File: src/rtl/dcpu_core.sv
// dcpu_core: parametrised multi-cycle accumulator CPU with a single shared
// ready-handshake memory port, stack ops, CALL/RET, HALT and illegal-opcode trap.
module dcpu_core #(
  parameter int DW = 8,
  parameter int AW = 8,
  parameter logic [AW-1:0] SP_INIT = {{(AW-1){1'b1}}, 1'b0}
) (
  input  logic          clk,
  input  logic          rst,
  input  logic [DW-1:0] mem_rdata,
  input  logic          mem_ready,
  output logic          mem_rd,
  output logic          mem_wr,
  output logic [AW-1:0] mem_addr,
  output logic [DW-1:0] mem_wdata,
  output logic          halted,
  output logic          illegal
);

  localparam logic [2:0] S_FETCH  = 3'd0;
  localparam logic [2:0] S_DECODE = 3'd1;
  localparam logic [2:0] S_OPER   = 3'd2;
  localparam logic [2:0] S_EXEC   = 3'd3;
  localparam logic [2:0] S_RD     = 3'd4;
  localparam logic [2:0] S_WR     = 3'd5;
  localparam logic [2:0] S_HALT   = 3'd6;

  localparam logic [7:0] OP_NOP  = 8'h00;
  localparam logic [7:0] OP_LDI  = 8'hc1;
  localparam logic [7:0] OP_STA  = 8'hc2;
  localparam logic [7:0] OP_ADD  = 8'hc3;
  localparam logic [7:0] OP_JMP  = 8'hc4;
  localparam logic [7:0] OP_JZ   = 8'hc5;
  localparam logic [7:0] OP_JC   = 8'hc6;
  localparam logic [7:0] OP_SUB  = 8'hc7;
  localparam logic [7:0] OP_CMP  = 8'hc8;
  localparam logic [7:0] OP_JNC  = 8'hc9;
  localparam logic [7:0] OP_PUSH = 8'hca;
  localparam logic [7:0] OP_POP  = 8'hcb;
  localparam logic [7:0] OP_CALL = 8'hcc;
  localparam logic [7:0] OP_RET  = 8'hcd;
  localparam logic [7:0] OP_LDA  = 8'hce;
  localparam logic [7:0] OP_HALT = 8'hcf;

  localparam logic [AW-1:0] ONE_A = {{(AW-1){1'b0}}, 1'b1};

  logic [2:0]    r_state;
  logic [7:0]    r_ir;
  logic [DW-1:0] r_opr;
  logic [DW-1:0] r_acc;
  logic [AW-1:0] r_pc;
  logic [AW-1:0] r_sp;
  logic          r_z;
  logic          r_c;
  logic          r_illegal;
  logic [AW-1:0] r_ea;   // data-access address, latched before RD/WR
  logic [DW-1:0] r_wd;   // write data, latched before WR

  // Extra top bit holds carry (ADD) or borrow (SUB/CMP: set iff acc < imm).
  logic [DW:0] w_sum;
  logic [DW:0] w_diff;
  assign w_sum  = {1'b0, r_acc} + {1'b0, r_opr};
  assign w_diff = {1'b0, r_acc} - {1'b0, r_opr};

  // Port outputs decode from registered state; requests are masked during reset
  // because the reset state is FETCH.
  assign mem_rd    = !rst && (r_state == S_FETCH || r_state == S_OPER || r_state == S_RD);
  assign mem_wr    = !rst && (r_state == S_WR);
  assign mem_addr  = (r_state == S_RD || r_state == S_WR) ? r_ea : r_pc;
  assign mem_wdata = (r_state == S_WR) ? r_wd : '0;
  assign halted    = (r_state == S_HALT);
  assign illegal   = r_illegal;

  // Instruction sequencer: fetch / decode / operand / execute / data access.
  // NOTE: all state here uses non-blocking assignments so every register sees
  // pre-edge values of the others, matching real flip-flop behaviour.
  always_ff @(posedge clk or posedge rst) begin
    if (rst) begin
      r_state   <= S_FETCH;
      r_ir      <= '0;
      r_opr     <= '0;
      r_acc     <= '0;
      r_pc      <= '0;
      r_sp      <= SP_INIT;
      r_z       <= 1'b0;
      r_c       <= 1'b0;
      r_illegal <= 1'b0;
      r_ea      <= '0;
      r_wd      <= '0;
    end else begin
      case (r_state)
        S_FETCH: if (mem_ready) begin
          r_ir    <= mem_rdata[7:0];
          r_pc    <= r_pc + ONE_A;
          r_state <= S_DECODE;
        end
        S_DECODE: case (r_ir)
          OP_NOP:  r_state <= S_FETCH;
          OP_HALT: r_state <= S_HALT;
          OP_PUSH: begin
            r_ea    <= r_sp;
            r_wd    <= r_acc;
            r_state <= S_WR;
          end
          OP_POP, OP_RET: begin
            r_ea    <= r_sp + ONE_A;
            r_state <= S_RD;
          end
          OP_LDI, OP_STA, OP_ADD, OP_JMP, OP_JZ, OP_JC, OP_SUB, OP_CMP,
          OP_JNC, OP_CALL, OP_LDA: r_state <= S_OPER;
          default: begin
            r_illegal <= 1'b1;
            r_state   <= S_HALT;
          end
        endcase
        S_OPER: if (mem_ready) begin
          r_opr   <= mem_rdata;
          r_pc    <= r_pc + ONE_A;
          r_state <= S_EXEC;
        end
        S_EXEC: begin
          r_state <= S_FETCH;
          case (r_ir)
            OP_LDI: r_acc <= r_opr;
            OP_ADD: begin
              r_acc <= w_sum[DW-1:0];
              r_c   <= w_sum[DW];
              r_z   <= (w_sum[DW-1:0] == '0);
            end
            OP_SUB: begin
              r_acc <= w_diff[DW-1:0];
              r_c   <= w_diff[DW];
              r_z   <= (w_diff[DW-1:0] == '0);
            end
            OP_CMP: begin
              r_c <= w_diff[DW];
              r_z <= (w_diff[DW-1:0] == '0);
            end
            OP_JMP: r_pc <= r_opr[AW-1:0];
            OP_JZ:  if (r_z)  r_pc <= r_opr[AW-1:0];
            OP_JC:  if (r_c)  r_pc <= r_opr[AW-1:0];
            OP_JNC: if (!r_c) r_pc <= r_opr[AW-1:0];
            OP_LDA: begin
              r_ea    <= r_opr[AW-1:0];
              r_state <= S_RD;
            end
            OP_STA: begin
              r_ea    <= r_opr[AW-1:0];
              r_wd    <= r_acc;
              r_state <= S_WR;
            end
            OP_CALL: begin
              r_ea    <= r_sp;
              r_wd    <= DW'(r_pc);
              r_state <= S_WR;
            end
            default: ;
          endcase
        end
        S_RD: if (mem_ready) begin
          r_state <= S_FETCH;
          case (r_ir)
            OP_POP: begin
              r_acc <= mem_rdata;
              r_sp  <= r_sp + ONE_A;
            end
            OP_RET: begin
              r_pc <= mem_rdata[AW-1:0];
              r_sp <= r_sp + ONE_A;
            end
            default: r_acc <= mem_rdata;  // LDA
          endcase
        end
        S_WR: if (mem_ready) begin
          r_state <= S_FETCH;
          case (r_ir)
            OP_PUSH: r_sp <= r_sp - ONE_A;
            OP_CALL: begin
              r_sp <= r_sp - ONE_A;
              r_pc <= r_opr[AW-1:0];
            end
            default: ;  // STA
          endcase
        end
        S_HALT:  r_state <= S_HALT;
        default: r_state <= S_FETCH;
      endcase
    end
  end

endmodule

File: config.mk
export PLATFORM = sky130hd
export DESIGN_NAME = dcpu_core
export DESIGN_NICKNAME = d
export VERILOG_FILES = /design/src/rtl/dcpu_core.sv
export SDC_FILE = /design/constraint.sdc
export NUM_CORES = 1
export LEC_CHECK = 0
export CORE_ASPECT_RATIO = 0.9
export CORE_MARGIN = 5
export CORE_UTILIZATION = 65
export CTS_BUF_LIST = sky130_fd_sc_hd__clkbuf_4 sky130_fd_sc_hd__clkbuf_8 sky130_fd_sc_hd__clkbuf_16
export DETAILED_ROUTE_END_ITERATION = 7
export GPL_ROUTABILITY_DRIVEN = 0
export GPL_TIMING_DRIVEN = 0
export PLACE_DENSITY = 0.86
export SETUP_SLACK_MARGIN = 0.15
export SYNTH_ARGS = -nofsm -noshare
export SYNTH_HDL_FRONTEND = slang
export SYNTH_SLANG_ARGS = --single-unit
File: constraint.sdc
create_clock -name clk -period 5.3 [get_ports clk]
set_input_delay 1.325 -clock clk [delete_from_list [all_inputs] [get_ports clk]]
set_output_delay 1.325 -clock clk [all_outputs]
set_load 0.01 [all_outputs]
==> results of run 1 <==
cells by family after synthesis:
family	Yosys count	synth area share, %
buffers and inverters	63	5.26
adders and majority gates	21	5.81
xor gates and xnor gates	22	4.03
AOI/OAI and AO/OA	159	22.3
muxes	31	6.83
DFF	62	32.7
and+or+nand+nor	230	23.1
tightest hold or removal path: stages, from the launching register on:
cell and delay [ns]:
dfrtp_1 0.34, nand2_1 0.04, o21ai_0 0.06
worst min path at each step:
stage	cells after the start	endpoint	from
3_3_place_gp	2	r_wd[3]	r_wd[3]
2_1_floorplan	2	r_wd[2]	r_wd[2]
4_1_cts	2	r_wd[4]	r_wd[4]
3_5_place_dp	2	r_wd[4]	r_wd[4]
5_1_grt	2	r_wd[4]	r_wd[4]
6_report	2	r_wd[4]	r_wd[4]
report_power, final:
part	internal (mW)	switching [mW]
registers	0.662	0.236
logic	0.869	1.26
clock network	0.287	0.199
layout make-up:
class | instances | area share, %
multi-input combinational | 463 | 54.6
clock inverter | 4 | 1.29
sequential | 62 | 28.7
clock buffer | 12 | 2.81
tap | 93 | 2.14
buffer | 39 | 2.97
timing repair buffer | 31 | 5.89
inverter | 24 | 1.66
synth_stat cells, drive strengths merged, types with 7 or more instances:
| cell type | n | area, um^2 |
|---|---|---|
| xor2 | 13 | 114 |
| a221oi | 7 | 67.6 |
| ha | 19 | 238 |
| nor3 | 15 | 75.1 |
| o21ai | 47 | 235 |
| clkbuf | 31 | 116 |
| nor2b | 7 | 43.8 |
| dfstp | 7 | 184 |
| inv | 24 | 90.1 |
| and3 | 12 | 75.1 |
| nor2 | 50 | 188 |
| o31ai | 7 | 52.6 |
| nand3 | 13 | 65.1 |
| mux2 | 13 | 146 |
| a21o | 10 | 75.1 |
| dfrtp | 55 | 1380 |
| buf | 8 | 45.0 |
| mux2i | 18 | 180 |
| o211ai | 7 | 52.6 |
| xnor2 | 9 | 78.8 |
| a211oi | 7 | 52.6 |
| nand2 | 86 | 323 |
| a21oi | 29 | 145 |
| nand2b | 10 | 62.6 |
per-layer routing:
| layer | routed length (um) | GRT usage (%) | up-vias |
|---|---|---|---|
| met2 | 6540 | 49.9 | 337 |
| met1 | 5860 | 42.4 | 2274 |
| met5 | 0 | 0 | - |
| met3 | 1760 | 8.89 | 58 |
| met4 | 452 | 13.4 | 0 |
| li1 | - | - | 2187 |
flip-flops by register name, summed over array words and instances (netlist names):
| name | flops |
|---|---|
| r_ir | 8 |
| r_c | 1 |
| r_acc | 8 |
| r_wd | 8 |
| r_z | 1 |
| r_state | 3 |
| r_opr | 8 |
| r_pc | 8 |
| illegal | 1 |
| r_sp | 8 |
| r_ea | 8 |
==> results by group, run 1 <==
Setup path
  – Worst r2r dst: r_ea[4]
  – Max stage delay cell, worst path: clkdlybuf4s50_1
  – Crit path DAT: around 2.9 ns
  – CP Depth: 7
  – Worst Setup Path Type: flip-flop to output pin
  – CP Cell Sequence: clkbuf_1, nor2b_1, clkbuf_1, clkbuf_1, nand2_1, nand2_1, clkdlybuf4s50_1
  – CP Buf/Inv Count: 4
  – Endpoint type of the worst setup path: output pin
  – CP delay by family, top: buffers and inverters
  – Crit path launch type: flip-flop
  – CP endpoint: mem_addr[4]
  – R2R Path Start: r_ir[2]
  – CP peak stage delay: 0.53 ns
  – CP max FO: 10
  – Most frequent CP cell: clkbuf_1
  – Critical path startpoint: r_state[2]
  – Worst Reg-to-Reg Cells: 9
  – Reg2reg setup slack: 2.38 ns
  – Critical Path RT: a little under 4 ns

Timing
  – Post-route setup TNS: 0 ns
  – Hold slack: approximately 0.48 ns
  – Fin crit period: 4.24 ns
  – Worst-margin pin slew: about 1.2 ns
  – Max-slew violations: 0
  – Setup slack after layout: approximately 1.1 ns
  – Final-report hold violation count: 0
  – Final period utilization: 79.9%
  – Rel. slew slack: around 19%
  – Worst Skew: 0.0147 ns
  – F_max: 0.236 GHz
  – RSZ-0062 raised after global routing: no
  – Setup violators final: 0

Clock tree
  – Number of CTS-inserted buffers: 9
  – Hold-fix buffers at CTS: 0
  – TritonCTS clock tree: done
  – Post-CTS Setup Bufs: 0
  – Clock sinks: 62
  – CTS H-tree lvls: 3
  – Clk_lat worst skew: 0.36 ns
  – Worst-path clk slew: 0.08 ns
  – Post_cts resized: 0
  – Clock Path Buffers: 2
  – Clk Tree Root Cell: clkbuf_8

Route
  – Initial DRC Count: ~460
  – Final ANT Viol Nets: 0
  – Remaining DRCs: 0
  – Router iterations before antenna repair: 6
  – Vias per std cell: 6.67
  – Final WL: 14600 um
  – Avg WL per Cell: 20.1 um
  – Via count: 4856

Synthesis
  – Count of cell types in the netlist: 68
  – Synth Net Count: 620
  – Cells after synthesis: around 590
  – Main flop type after synthesis: dfrtp_1
  – Register area share after synthesis: 32.7%
  – Synth Register Bits: 62
  – Synthesized cell area: 4780 um^2
  – EDFF count, synth: 0
  – Mapped Avg Cell Area: 8.13 um^2
  – FFs w/ async S/R, synth: 100%
  – Ys Warns: 0

Final layout
  – Fill count: 547
  – ANT cells: 0
  – Post-Layout Cell Count: 728
  – Area Overhead vs Synth: 13.8%
  – Commonest cells after routing, fill and taps aside: nand2_1 (86), dfrtp_1 (55), nor2_1 (50)
  – Final core occ: roughly three quarters
  – Fin nets: 662
  – Most common cell after layout, fill and taps aside: nand2_1
  – Layout cells sized above 1: between 7 and 8%
  – Post-route cell area: 5440 um^2
  – Multi-input gate area: 2970 um^2
  – FF+latch area: between 1500 and 2000 um^2

Placement
  – Port bufs: 30
  – Pre-CTS setup slack: 1.42 ns
  – HPWL after DPL: 10700 um
  – Placed cell area: 5220 um^2
  – Dpl cells: 712

Power and ir drop
  – Peak VDD IR: 0.353 mV
  – Pwr/cell area: 646 nW/um^2
  – LEAKAGE: 2.35 nW
  – Tot Pwr: 3.51 mW

GRT
  – Initial antenna violation count: 0
  – Number of global-route vias before repair: 4666
  – First-pass GRT wire length: 23400 um
  – All-Layer GR Usage: 32.2%
  – Largest net degree at the start of global routing: 37
  – Grt total ovfl: 0

Hold path
  – HP Class: flip-flop to flip-flop

Die
  – Row count: 29
  – Io pins: 31
  – Initial core utilization: 67.2%
  – Core area: 7110 um^2
  – Die height: 91.3 um
  – Die area: between 9000 and 10000 um^2
  – Die width: between 100 and 150 um

Run status
  – Status: completed

Flow run
  – Max Cap Viol: 0
Note: power is estimated with default switching activity, not from simulation.
==> run 2: changes to the inputs <==
--- a/config.mk
+++ b/config.mk
@@ -7,12 +7,12 @@
 export LEC_CHECK = 0
 export CORE_ASPECT_RATIO = 0.9
 export CORE_MARGIN = 5
-export CORE_UTILIZATION = 65
+export CORE_UTILIZATION = 60
 export CTS_BUF_LIST = sky130_fd_sc_hd__clkbuf_4 sky130_fd_sc_hd__clkbuf_8 sky130_fd_sc_hd__clkbuf_16
 export DETAILED_ROUTE_END_ITERATION = 7
 export GPL_ROUTABILITY_DRIVEN = 0
 export GPL_TIMING_DRIVEN = 0
-export PLACE_DENSITY = 0.86
+export PLACE_DENSITY = 0.81
 export SETUP_SLACK_MARGIN = 0.15
 export SYNTH_ARGS = -nofsm -noshare
 export SYNTH_HDL_FRONTEND = slang
==> constraint.sdc (replaced) <==
create_clock -name clk -period 4.3 [get_ports clk]
set_input_delay 1.075 -clock clk [delete_from_list [all_inputs] [get_ports clk]]
set_output_delay 1.075 -clock clk [all_outputs]
set_load 0.01 [all_outputs]
==> run 2 against run 1 <==
Against the previous run:
- count of clock-buffer cells in the layout grew 1
- clock power grew 26%
- sequential share of layout area shrank 0.14 points
- hold slack lost 0.0025 ns
- critical path depth shrank 1
- global-route usage shrank 3.3 points
- sequential cell count is the same
==> results by group, run 2 (synthesis results as in run 1) <==
Run status
  – Status: completed (unchanged)

GRT
  – Largest net degree at the start of global routing: 41 (was 37)
  – First-pass GRT wire length: 22800 um (was 23400 um)
  – Initial antenna violation count: 0 (unchanged)
  – Number of global-route vias before repair: 4435 (was 4666)
  – Grt total ovfl: 0 (unchanged)
  – All-Layer GR Usage: 28.9% (was 32.2%)

Clock tree
  – Clk Tree Root Cell: clkbuf_8 (unchanged)
  – Clock sinks: 62 (unchanged)
  – Clock Path Buffers: 2 (unchanged)
  – Post-CTS Setup Bufs: 0 (unchanged)
  – Hold-fix buffers at CTS: 0 (unchanged)
  – Clk_lat worst skew: 0.35 ns (was 0.36 ns)
  – Worst-path clk slew: 0.07 ns (was 0.08 ns)
  – Number of CTS-inserted buffers: 9 (unchanged)
  – Post_cts resized: 0 (unchanged)
  – CTS H-tree lvls: 3 (unchanged)
  – TritonCTS clock tree: done (unchanged)

Setup path
  – CP max FO: 10 (unchanged)
  – Crit path DAT: 2.92 ns (was 2.91 ns)
  – Worst Setup Path Type: flip-flop to output pin (unchanged)
  – Critical Path RT: 3.22 ns (was 3.97 ns)
  – Endpoint type of the worst setup path: output pin (unchanged)
  – Crit path launch type: flip-flop (unchanged)

Timing
  – Worst-margin pin slew: 1.21 ns (was 1.20 ns)
  – F_max: 0.250 GHz
  – Hold slack: 0.473 ns (was 0.475 ns)
  – RSZ-0062 raised after global routing: no (unchanged)
  – Post-route setup TNS: 0 ns (unchanged)
  – Final-report hold violation count: 0 (unchanged)
  – Max-slew violations: 0 (unchanged)
  – Setup slack after layout: 0.300 ns (was 1.06 ns)
  – Fin crit period: 4.00 ns
  – Setup violators final: 0 (unchanged)
  – Final period utilization: 93.0%
  – Worst Skew: 0.00583 ns (was 0.0147 ns)
  – Rel. slew slack: 18.5% (was 19.5%)

Placement
  – Placed cell area: 5230 um^2 (was 5220 um^2)
  – Pre-CTS setup slack: 0.689 ns (was 1.42 ns)
  – HPWL after DPL: 10400 um (was 10700 um)
  – Dpl cells: 715 (was 712)
  – Port bufs: 30 (unchanged)

Final layout
  – Layout cells sized above 1: 8.03% (was 7.87%)
  – Fin nets: 662 (unchanged)
  – FF+latch area: 1560 um^2 (unchanged)
  – ANT cells: 0 (unchanged)
  – Final core occ: 71.4% (was 76.5%)
  – Multi-input gate area: 2970 um^2 (unchanged)
  – Post-route cell area: 5470 um^2 (was 5440 um^2)
  – Fill count: 597 (was 547)
  – Commonest cells after routing, fill and taps aside: nand2_1 (86), dfrtp_1 (55), nor2_1 (50) (unchanged)
  – Most common cell after layout, fill and taps aside: nand2_1 (unchanged)
  – Area Overhead vs Synth: 14.4% (was 13.8%)
  – Post-Layout Cell Count: 731 (was 728)

Die
  – Io pins: 31 (unchanged)
  – Initial core utilization: 62.4% (was 67.2%)
  – Die height: 94.7 um (was 91.3 um)
  – Core area: 7660 um^2 (was 7110 um^2)
  – Die width: 104 um (was 100 um)
  – Die area: 9850 um^2 (was 9170 um^2)
  – Row count: 30 (was 29)

Hold path
  – HP Class: flip-flop to flip-flop (unchanged)

Power and ir drop
  – LEAKAGE: 2.36 nW (was 2.35 nW)
  – Peak VDD IR: 0.445 mV (was 0.353 mV)
  – Pwr/cell area: 783 nW/um^2 (was 646 nW/um^2)
  – Tot Pwr: 4.28 mW (was 3.51 mW)

Flow run
  – Max Cap Viol: 0 (unchanged)

Route
  – Initial DRC Count: 517 (was 462)
  – Final WL: 14000 um (was 14600 um)
  – Vias per std cell: 6.49 (was 6.67)
  – Final ANT Viol Nets: 0 (unchanged)
  – Via count: 4742 (was 4856)
  – Avg WL per Cell: 19.2 um (was 20.1 um)
  – Remaining DRCs: 0 (unchanged)
  – Router iterations before antenna repair: 7 (was 6)
## run 2: cell types whose count changed in the layout (fill, tap and decap cells not counted)
| cell | before | now |
|---|---|---|
| clkbuf_4 | 2 | 1 |
| clkbuf_1 | 31 | 30 |
| clkinv_2 | 2 | 1 |
| clkbuf_2 | 0 | 1 |
| buf_16 | 0 | 1 |
| buf_12 | 1 | 0 |
| clkbuf_8 | 10 | 12 |
## run 2: metal layers
layer	GRT usage (%)	routed length [um]
met2	45.9	6350
met3	5.33	1530
met1	39.9	5820
met5	0	0
met4	9.92	344
## run 2: critical path, stage by stage (launching register included)
cell	delay, ns
dfrtp_1	0.34
clkbuf_1	0.34
nor2b_1	0.35
clkbuf_1	0.44
nand2_1	0.37
nor2_1	0.18
clkdlybuf4s50_1	0.55
## run 2: final timing paths
path	startpoint	end	slack [ns]	cells past startpoint
worst max-delay path	r_state[2]	mem_wr	0.30	6
worst min-delay path	r_wd[1]	r_wd[1]	0.47	2
worst min register to register	r_wd[1]	r_wd[1]	0.47	2
min in group asynchronous	rst	r_ea[3]	1.31	2
worst max register to register	r_ir[2]	r_state[2]	1.43	8
max in group asynchronous	rst	r_pc[3]	2.38	3
## run 2: power by group
group	internal, mW	switching [mW]
Clock	0.380	0.234
Combinational	1.07	1.49
Sequential	0.817	0.292
Total	2.26	2.01
## run 2: layout make-up
type,instances,share of cell area (%)
clock inverters,3,1.19
clock buffers,13,3.16
repair buffers,31,6.00
well taps,96,2.20
multi-input cells,463,54.3
inverters,24,1.65
flip-flops and latches,62,28.5
plain buffers,39,2.98
==> patch 1, RTL diff (settings of run 1) <==
Set the parameter `DW` to 10 (it was 8).
--- a/src/rtl/dcpu_core.sv
+++ b/src/rtl/dcpu_core.sv
@@ -2,5 +2,5 @@
 // ready-handshake memory port, stack ops, CALL/RET, HALT and illegal-opcode trap.
 module dcpu_core #(
-  parameter int DW = 8,
+  parameter int DW = 10,
   parameter int AW = 8,
   parameter logic [AW-1:0] SP_INIT = {{(AW-1){1'b1}}, 1'b0}
Ports: changed (resized mem_rdata and mem_wdata); port bits go from 31 to 35. No check against the original RTL was run, so the function may have changed too.
==> patch 1 against run 1 <==
- worst setup slack better by 0.038 ns
- area after synthesis grew 7.8%
- count of clock-buffer cells in the layout grew 1
- routed wire length is 7.0% higher
- non-clock buffer count is 2 higher
- sequential cell count is 6 higher
- power up 5.2%
- cell area increased by 6.4%
- sequential power rose by 5.6%
==> patch 1: results (changes against run 1) <==
flop2flop setup slack - 2.16 ns (-0.22 ns)
Initial DRT Pass Iterations - 5 (-1)
hold path startpoint - illegal
met3 global-route usage - 8.34% (-0.55 points)
WP data arrival - 2.87 ns (-0.04 ns)
crit-path leading delay family - buffers and inverters
Peak supply drop - 484 uV (+37%)
number of library cell types mapped by synthesis - 65 (-4.4%)
met2 Usage GRT - 50.2% (+0.27 points)
Largest stage delay, worst path - 0.62 ns (+0.09 ns)
drt wl/cell - 19.6 um (-2.1%)
top flop regs - r_acc (10), r_opr (10), r_wd (10)
Clock Path Buffers - 2 (unchanged)
share of cells above drive strength 1 - 8.00% (+0.13 points)
Tightest Pin Transition - 0.839 ns (-0.359 ns)
Slowest cell on crit path - nor2_1
HPWL after DPL - 11700 um (+9.6%)
Post-CTS Setup Inserts - 0 (unchanged)
post-layout net count - 733 (+11%)
Via density - 6.76 (+1.3%)
Hold Crit Depth - 1 (-1)
DP Area - 0.00561 mm^2 (+7.7%)
Place WS - 1.27 ns (-0.159 ns)
most common library cells after synthesis - nand2_1 (81), nor2_1 (73), dfrtp_1 (61)
Worst-path clk slew - 0.06 ns (-0.02 ns)
Worst R2R Start - r_opr[0]
combinational logic power - 2370 uW (+11%)
first-pass GRT wire length - 25200 um (+7.4%)
pwr/cell area - 639 mW/mm^2 (-1.1%)
leakage power - 0.00249 uW (+6.1%)
Tot GR Track Use - 31.9% (-0.30 points)
number of global-route vias before repair - 5007 (+7.3%)
Fill cells - 601 (+9.9%)
Syn Nets - 688 (+11%)
Clock Skews - 0.00773 ns (-0.00695 ns)
top post-synthesis cells by area - dfrtp_1 (30%), nand2_1 (5.9%), ha_1 (5.6%), nor2_1 (5.3%), o21ai_0 (5.2%)
outcome - complete, no violations
FF-to-FF path depth - 10 (+1)
WHS Endpoint - illegal
FF-to-FF End - r_z
sequential share of the synthesized area - 33.2% (+0.55 points)
Switch Pwr - 1840 uW (+8.8%)
Initial DRC Count - 740 (+60%)
initial antenna violation count - 0 (unchanged)
PortBufs - 34 (+13%)
seq pwr - 948 uW (+5.6%)
met1 Usage GRT - 43.1% (+0.78 points)
largest net degree at the start of global routing - 69 (+86%)
patch 1: layout make-up:
type                       count  area, um^2  area share [%]
multi-input combinational    508        3150            54.4
sequential                    68        1710            29.6
timing repair buffer          34         340            5.88
buffer                        38         160            2.77
clock buffer                  13         154            2.66
inverter                      36         138            2.38
tap                           96         120            2.08
clock inverter                 3        15.0           0.260
patch 1: worst max path at each step:
stage | from | to | slack (ns)
2_1_floorplan | rst | illegal | 2.28
3_3_place_gp | rst | r_acc[1] | 1.07
3_5_place_dp | rst | mem_rd | 1.27
4_1_cts | r_state[2] | mem_wdata[8] | 1.22
5_1_grt | r_state[0] | mem_wdata[8] | 1.11
6_report | r_state[2] | mem_wdata[8] | 1.10
patch 1: stage by stage:
stage | power (uW) | instances | utilization (%) | hold slack, ns
after floorplan | 2610 | 650 | - | 0.448
after global placement | 3120 | 780 | 73.6 | 0.452
after detailed placement | 3230 | 780 | 73.7 | 0.464
after CTS | 3620 | 796 | 75.9 | 0.479
after global routing | 3960 | 796 | 75.9 | 0.497
final | 3700 | 796 | 75.9 | 0.473
patch 1: per-layer routing:
layer | vias up | wire [um]
met5 | - | 0
met4 | 0 | 354
met3 | 56 | 1960
met2 | 396 | 6920
met1 | 2515 | 6400
li1 | 2414 | -
patch 1: kinds of logic after synthesis:
group | share of synthesized area (%)
simple gates | 23.7
compound gates | 23.0
buf+inv | 5.73
flops | 33.2
fa+ha+maj | 6.36
xor+xnor | 4.08
mux | 4.01
patch 1: worst reg2reg max path: stages, from the launching register on:
cell	delay, ns
dfrtp_1	0.52
ha_1	0.22
inv_1	0.05
fa_1	0.43
a211oi_1	0.29
nor3b_1	0.13
or4_1	0.42
o311a_1	0.15
nor4_1	0.51
o2111ai_1	0.24
nand3_1	0.13
==> patch 2, RTL diff (flow settings as in run 1) <==
Without the edit above. Make the reset (`rst`) synchronous in one clocked block.
--- a/src/rtl/dcpu_core.sv
+++ b/src/rtl/dcpu_core.sv
@@ -75,5 +75,5 @@
   // NOTE: all state here uses non-blocking assignments so every register sees
   // pre-edge values of the others, matching real flip-flop behaviour.
-  always_ff @(posedge clk or posedge rst) begin
+  always_ff @(posedge clk) begin
     if (rst) begin
       r_state   <= S_FETCH;
Behaviour: differs if rst is asserted again (counterexample within 4 cycles, from zero or initial values and one cycle with rst high); with rst held inactive, the same outputs for 4 cycles.
==> patch 2 against run 1 <==
- highest routed layer unchanged
- largest cell class unchanged
- worst setup slack got worse by 0.42 ns
- sequential share of layout area decreased by 5.7 points
- area after synthesis decreased by 0.65%
- first-iteration DRC count increased by 67%
- die area decreased by 0.58%
- sequential cell count unchanged
- routed wire length increased by 4.1%
- hold slack improved by 0.0036 ns
- cell area decreased by 0.67%
Power is not compared: it rests on default switching activity, and its combinational part moved more than twofold at a synthesized area within 25%.
==> patch 2: results (changes against run 1) <==
share of cells above drive strength 1 - 6.87% (-1.0 points)
post-layout net count - 697 (+5.3%)
met2 Usage GRT - 50.8% (+0.89 points)
flop2flop setup slack - 2.55 ns (+0.17 ns)
largest net degree at the start of global routing - 11 (-70%)
WP data arrival - 3.33 ns (+0.42 ns)
Worst Setup SP - rst
number of library cell types mapped by synthesis - 77 (+13%)
outcome - complete, no violations
Fill cells - 564 (+3.1%)
Initial DRC Count - 771 (+67%)
number of global-route vias before repair - 4722 (+1.2%)
vias - 5252 (+8.2%)
relative slew slack - 32.9% (+13 points)
top post-synthesis cells by area - dfxtp_1 (26%), nand2_1 (6.7%), ha_1 (5.0%), nor2_1 (4.9%), mux2i_1 (4.8%)
met2 wire len - 6480 um (-0.90%)
Syn Nets - 656 (+5.8%)
drt wl/cell - 19.9 um (-0.68%)
share of async-settable or async-resettable flops after synthesis - 0% (-100 points)
Worst Setup EP - mem_wr
compound-gate portion of the synthesized area - 23.7% (+1.5 points)
first-pass GRT wire length - 23900 um (+2.0%)
met3 wire len - 2070 um (+18%)
adder-cell share of the synthesized area - 5.85% (+0.038 points)
post-synthesis mux area share - 5.09% (-1.7 points)
WHS - 0.479 ns (+0.00358 ns)
most common library cells after synthesis - nand2_1 (85), dfxtp_1 (62), nor2_1 (62)
## patch 2: changes by cell type after synthesis, sizes merged, moves of 9 or more
| cell | change |
|---|---|
| xnor2 | +9 |
| mux2 | -12 |
| nor2 | +12 |
| a21oi | +16 |
| dfrtp | -55 |
| a211oi | +10 |
| o21ai | -20 |
| dfxtp | +62 |
| xor2 | -9 |
## patch 2: stage by stage
stage               setup slack, ns  instances  power, uW  util (%)  instance area, um^2
finish                        0.644        763       1360      76.3                 5400
global placement              0.676        747        842      73.0                 5160
floorplan                      1.99        624        749         -                 4750
global route                  0.547        763       1400      76.3                 5400
detailed placement            0.685        747        852      73.0                 5160
CTS                           0.693        763       1340      76.3                 5400
## patch 2: layout make-up
cell class                      instances  area [um^2]  share of cell area, %
Multi-Input combinational cell        496         3160                   58.6
Sequential cell                        62         1240                   23.0
Timing Repair Buffer                   30          300                   5.56
Buffer                                 43          255                   4.73
Clock buffer                           13          173                   3.20
Tap cell                               93          116                   2.15
Inverter                               23         86.3                   1.60
Clock inverter                          3         65.1                   1.20
